**src/rtl/conv2d_stream_square_kernel.sv**
```systemverilog
// Streaming 2-D convolution with a square KxK kernel, optional stride 2,
// programmable taps and bias, and a saturated single-entry output register.
module conv2d_stream_square_kernel #(
    parameter int unsigned DATA_W = 8,
    parameter int unsigned IMG_W  = 16,
    parameter int unsigned IMG_H  = 8,
    parameter int unsigned K      = 3,
    parameter int unsigned STRIDE = 1,
    parameter int unsigned OUT_W  = 16
) (
    input  logic                     clk,
    input  logic                     rst,
    input  logic                     start,
    input  logic                     w_we,
    input  logic [$clog2(K*K+1)-1:0] w_addr,
    input  logic [OUT_W-1:0]         w_data,
    input  logic                     valid_in,
    output logic                     ready_in,
    input  logic [DATA_W-1:0]        input_data,
    output logic                     valid_out,
    input  logic                     ready_out,
    output logic [OUT_W-1:0]         output_data,
    output logic                     busy,
    output logic                     done
);

    localparam int unsigned AW     = $clog2(K*K+1);
    localparam int unsigned NT     = K * K;
    localparam int unsigned CW     = (IMG_W > 1) ? $clog2(IMG_W) : 1;
    localparam int unsigned RW     = (IMG_H > 1) ? $clog2(IMG_H) : 1;
    localparam int unsigned LB_N   = (K > 1) ? K - 1 : 1;
    localparam int unsigned PROD_W = 2 * DATA_W;
    // Headroom covers up to 25 products plus the bias without wrapping.
    localparam int unsigned ACC_W  = ((PROD_W > OUT_W) ? PROD_W : OUT_W) + 6;

    typedef enum logic [1:0] {StIdle, StRun, StDrain} state_e;

    state_e                    state_q, state_d;
    logic [CW-1:0]             col_q, col_d;
    logic [RW-1:0]             row_q, row_d;
    logic                      vo_q, vo_d;
    logic [OUT_W-1:0]          od_q, od_d;
    logic                      done_q, done_d;
    logic signed [DATA_W-1:0]  w_q [NT];
    logic signed [DATA_W-1:0]  w_d [NT];
    logic signed [OUT_W-1:0]   bias_q, bias_d;

    // Line buffers: lb_mem[0] holds the previous row, lb_mem[K-2] the oldest.
    logic signed [DATA_W-1:0]  lb_mem [LB_N][IMG_W];
    // Window taps, row-major; column K-1 is the most recent column.
    logic signed [DATA_W-1:0]  win_q [NT];
    logic signed [DATA_W-1:0]  win_d [NT];

    logic                      accept;
    logic                      hit;
    logic signed [PROD_W-1:0]  prod;
    logic signed [ACC_W-1:0]   acc;
    logic [OUT_W-1:0]          sat;
    int unsigned               r_u, c_u;

    assign accept      = valid_in && ready_in;
    assign ready_in    = (state_q == StRun) && (!vo_q || ready_out);
    assign busy        = (state_q != StIdle);
    assign valid_out   = vo_q;
    assign output_data = od_q;
    assign done        = done_q;

    // Window shift: new column comes from the line buffers plus the incoming pixel.
    always_comb begin
        win_d = win_q;
        if (accept) begin
            for (int i = 0; i < K; i++) begin
                for (int j = 0; j < K; j++) begin
                    if (j < K - 1) begin
                        win_d[i*K+j] = win_q[i*K+j+1];
                    end else if (i == K - 1) begin
                        win_d[i*K+j] = input_data;
                    end else begin
                        win_d[i*K+j] = lb_mem[K-2-i][col_q];
                    end
                end
            end
        end
    end

    // Window-completion test, full-precision MAC and saturation.
    always_comb begin
        r_u  = int'(row_q);
        c_u  = int'(col_q);
        hit  = (r_u >= K - 1) && (c_u >= K - 1) &&
               (((r_u - (K - 1)) % STRIDE) == 0) && (((c_u - (K - 1)) % STRIDE) == 0);
        prod = '0;
        acc  = {{(ACC_W-OUT_W){bias_q[OUT_W-1]}}, bias_q};
        for (int t = 0; t < NT; t++) begin
            prod = w_q[t] * win_d[t];
            acc  = acc + {{(ACC_W-PROD_W){prod[PROD_W-1]}}, prod};
        end
        if ((&acc[ACC_W-1:OUT_W-1]) || (~|acc[ACC_W-1:OUT_W-1])) begin
            sat = acc[OUT_W-1:0];
        end else if (acc[ACC_W-1]) begin
            sat = {1'b1, {(OUT_W-1){1'b0}}};
        end else begin
            sat = {1'b0, {(OUT_W-1){1'b1}}};
        end
    end

    // Next state: FSM, raster counters, output register and coefficient writes.
    always_comb begin
        state_d = state_q;
        col_d   = col_q;
        row_d   = row_q;
        vo_d    = vo_q;
        od_d    = od_q;
        done_d  = 1'b0;
        w_d     = w_q;
        bias_d  = bias_q;

        unique case (state_q)
            StIdle: begin
                if (start) begin
                    state_d = StRun;
                    col_d   = '0;
                    row_d   = '0;
                end
                if (w_we) begin
                    if (w_addr < AW'(NT)) begin
                        w_d[w_addr] = w_data[DATA_W-1:0];
                    end else if (w_addr == AW'(NT)) begin
                        bias_d = w_data;
                    end
                end
            end
            StRun: begin
                if (accept) begin
                    if (col_q == CW'(IMG_W - 1)) begin
                        col_d = '0;
                        if (row_q == RW'(IMG_H - 1)) begin
                            row_d   = '0;
                            state_d = StDrain;
                        end else begin
                            row_d = row_q + RW'(1);
                        end
                    end else begin
                        col_d = col_q + CW'(1);
                    end
                end
            end
            StDrain: begin
                if (!vo_q || ready_out) begin
                    state_d = StIdle;
                    done_d  = 1'b1;
                end
            end
            default: state_d = StIdle;
        endcase

        if (vo_q && ready_out) begin
            vo_d = 1'b0;
        end
        // Loading is safe: accept implies the register is empty or draining now.
        if (accept && hit) begin
            vo_d = 1'b1;
            od_d = sat;
        end
    end

    // Control and coefficient state with synchronous reset.
    always_ff @(posedge clk) begin
        if (rst) begin
            state_q <= StIdle;
            col_q   <= '0;
            row_q   <= '0;
            vo_q    <= 1'b0;
            od_q    <= '0;
            done_q  <= 1'b0;
            bias_q  <= '0;
            for (int t = 0; t < NT; t++) begin
                w_q[t] <= '0;
            end
        end else begin
            state_q <= state_d;
            col_q   <= col_d;
            row_q   <= row_d;
            vo_q    <= vo_d;
            od_q    <= od_d;
            done_q  <= done_d;
            bias_q  <= bias_d;
            w_q     <= w_d;
        end
    end

    // Pixel history; never cleared since stale data never reaches a valid window.
    always_ff @(posedge clk) begin
        win_q <= win_d;
        if (accept) begin
            for (int i = 1; i < LB_N; i++) begin
                lb_mem[i][col_q] <= lb_mem[i-1][col_q];
            end
            lb_mem[0][col_q] <= input_data;
        end
    end

endmodule

```
**config.mk**
```make
export PLATFORM = sky130hd
export DESIGN_NAME = conv2d_stream_square_kernel
export DESIGN_NICKNAME = d
export VERILOG_FILES = /design/src/rtl/conv2d_stream_square_kernel.sv
export SDC_FILE = /design/constraint.sdc
export NUM_CORES = 2
export LEC_CHECK = 0
export BUFFER_PORTS_ARGS = -buffer_cell sky130_fd_sc_hd__buf_2
export CORE_AREA = 2 2 381 383
export CTS_CLUSTER_DIAMETER = 40
export DETAILED_ROUTE_END_ITERATION = 10
export DIE_AREA = 0 0 383 385
export GPL_TIMING_DRIVEN = 1
export PLACE_DENSITY_LB_ADDON = 0.08
export SETUP_SLACK_MARGIN = 0.4
export SYNTH_ARGS = -nofsm -noshare
export SYNTH_HDL_FRONTEND = slang
export SYNTH_SLANG_ARGS = --single-unit
```
**constraint.sdc**
```tcl
create_clock -name clk -period 15.95 [get_ports clk]
set_clock_uncertainty 0.2 [all_clocks]
set_input_delay 1.595 -clock clk [delete_from_list [all_inputs] [get_ports clk]]
set_output_delay 1.595 -clock clk [all_outputs]
set_load 0.03 [all_outputs]
```
==> flow_metrics.tcl <==
set metrics [dict create \
    status "finished clean" \
    chipHeight_um 385 \
    rsz0062_at_grt "false" \
    maxSlewHeadroom 0.264 \
    min_path_type "reg -> reg" \
    post_drt_wl_per_cell_um 20.5 \
    initial_core_util 0.299 \
    core.rowCount 139 \
    synth-xor-area-share 0.0137 \
    endpoint_kind "register" \
    cp_num_buf_inv 11 \
    synth_compound_area_frac 0.0217 \
    cp_data_arrival_time_ns 15.09 \
    syn_avg_cell_area_um2 11.1 \
    clockBufferDepth 3 \
    clk_pin_slew_ns 0.04 \
    finalCriticalPeriod_ns 14.79 \
    drcViolationCount 0 \
    cp_data_required_time_ns 16.25 \
    antenna_left 0 \
    syn_area_mm2 0.0428 \
    synthMuxAreaShare 0.0699 \
    synth_cell_type_count 74 \
    ys_seq_area_frac 0.267 \
    core_area_mm2 0.143 \
    syn_nets 4887 \
    max_freq_mhz 67.6 \
    vias_per_cell 4.40 \
    drt_iter0_markers 1184 \
    clockRootBuffer "clkbuf_16" \
    cts_made_buffers 95 \
    maxCapViolCount 0 \
    final_hold_viol_count 0 \
    cts.sinks 443 \
    globalplace.congestion 0.774 \
    cp-start-kind "primary input" \
    worstMarginPinSlew_ns 1.10 \
    area_growth_pct 13.8 \
    netlist_instances 3854 \
    cts_hold_buf 0 \
    final.setup.worst_slack_ns 1.16 \
    post_cts_buffers 0 \
    synth_top_family_by_area "adder cells" \
    io_buffer_count 53 \
    drive_gt1_frac 0.106 \
    synthArstFlopShare 0 \
    die_w_um 383 \
    grt_pass1_wl_um 188000 \
    vias 26100 \
    synthTopCellsByArea "fa_1 36%, edfxtp_1 18%, dfxtp_1 8.7%" \
    grtUsageMet1 0.238 \
    synth-seq-cells 443 \
    drtPass1Iterations 5 \
    synth_top_area_frac 0.355 \
    grt.met3_usage 0.0285 \
    slowest_delay_ns 0.72 \
    critPathKind "in -> reg" \
    grt_pass1_vias 29500 \
    synth_flop_cell "edfxtp_1" \
    synth_simple_gate_area_frac 0.112 \
    crit_top_cell "fa_1" \
    grt_usage 0.172 \
    pre_cts_ws_ns 0.523 \
    finalSetupViolCount 0 \
    cts_resized 0 \
    ys_warn_count 0 \
    clkLatencyLatePin_ns 0.69 \
    dieArea_mm2 0.147 \
    cpLargestDelayFamily "adder cells" \
    ios 54 \
    maxSlewViolCount 0 \
    grt-ovfl-total 0 \
    synth_fa_ha_area_frac 0.425 \
    grt-busiest-layer "met2" \
    worst-path-max-fanout 25 \
    dp_hpwl_um 98100 \
    final_nets 4967 \
    htreeDepth 3 \
    synth_edf_count 256 \
    tns_ns 0 \
    yosys.area.top_type "fa_1" \
    wirelength_um 121000 \
    finalCritPeriodShare 0.927 \
    cts_tree "built" \
    antenna_found_initial 3 \
    slowest_stage "mux2i_1" \
    met2_usage 0.280 \
    grt_max_degree 68 \
]
## per-stage QoR
step | util | std cells | hold WS, ns | area (um^2)
floorplan | - | 3854 | 0.253 | 42800
CTS | 0.341 | 5918 | 0.295 | 48700
finish | 0.341 | 5921 | 0.285 | 48800
global placement | 0.317 | 5740 | 0.277 | 45400
global route | 0.341 | 5918 | 0.324 | 48700
detailed placement | 0.317 | 5740 | 0.285 | 45400
## cell type report
| type | count | area (um^2) |
|---|---|---|
| well taps | 1903 | 2380 |
| diodes | 3 | 7.51 |
| clock inverters | 72 | 892 |
| inverters | 912 | 3420 |
| flip-flops and latches | 443 | 11400 |
| clock buffers | 106 | 2430 |
| repair buffers | 90 | 549 |
| multi-input cells | 2392 | 27600 |
| fillers | 14500 | 94400 |
## path summary, 6_finish.rpt
check / startpoint / endpoint / slack, ns / cells after the start
max reg2reg: valid_out / output_data[1] / 1.80 / 44
min reg2reg: output_data[15] / output_data[15] / 0.28 / 2
max: ready_out / output_data[1] / 1.16 / 45
min: output_data[15] / output_data[15] / 0.28 / 2
## worst register-to-register path: cells and delay by family (launching register included)
| kind | cells | cell delay (ns) |
|---|---|---|
| AO/OA/AOI/OAI | 8 | 2.09 |
| adder cells (fa/ha/maj) | 15 | 7.31 |
| buffers and inverters | 10 | 0.61 |
| XOR/XNOR | 2 | 0.61 |
| multiplexers | 1 | 0.75 |
| AND/OR/NAND/NOR | 8 | 2.13 |
| flip-flops | 1 | 0.30 |
## cells in the mapped netlist (7+ instances only)
cell type,instances
a21o_1,9
a21oi_1,35
a31oi_1,8
and2_1,149
buf_1,20
buf_2,10
clkbuf_1,70
dfxtp_1,187
edfxtp_1,256
fa_1,760
ha_1,239
inv_1,905
inv_2,7
mux2i_1,113
mux4_2,80
nand2_1,413
nand2b_1,9
nand3_1,9
nor2_1,187
nor2b_1,127
nor3_1,24
o211ai_1,8
o21ai_0,8
o21bai_1,8
o32ai_2,10
or2_1,9
or2_2,29
or3_1,15
xnor2_1,50
xor2_1,17
## per-layer routing
layer | part of all wire | up-vias
met1 | 0.48 | 13600
met2 | 0.46 | 338
met4 | 0.026 | 0
li1 | - | 12000
met3 | 0.034 | 161
met5 | 0 | -
## kinds of logic (layout without fill, tap and decap cells)
| group | after synthesis | in the layout |
|---|---|---|
| DFF | 443 | 443 |
| buffers and inverters | 1019 | 1180 |
| xor gates and xnor gates | 67 | 67 |
| muxes | 197 | 197 |
| other | 0 | 3 |
| AOI/OAI and AO/OA | 123 | 123 |
| and+or+nand+nor | 1006 | 1006 |
| adders and majority gates | 999 | 999 |
## state kept, by name, indices dropped and copies added (netlist names)
signal	cells
lb_mem	256
w_q	72
win_q	72
bias_q	16
output_data	16
col_q	4
row_q	3
state_q	2
done	1
valid_out	1
## placed cells by master, fill, tap and decap left out, types with 9 or more instances in the layout
cell type	instances
inv_6	9
mux2i_1	112
nand3_1	9
a21oi_1	35
buf_2	52
clkbuf_16	95
dfxtp_1	184
nand2b_1	9
bufinv_16	14
and2_1	148
nor3_1	20
clkinvlp_4	11
xnor2_1	50
inv_1	905
edfxtp_1	256
nand2_1	413
or2_1	9
or3_1	15
buf_4	37
a21o_1	9
or2_2	29
o32ai_2	10
xor2_1	17
ha_1	239
nor2_1	175
clkbuf_1	10
mux4_2	80
fa_1	760
clkinv_2	25
nor2b_1	127
nor2_4	11
Power is not shown: default switching activity piles up to over one toggle a cycle in this logic, so the estimate is an artifact.
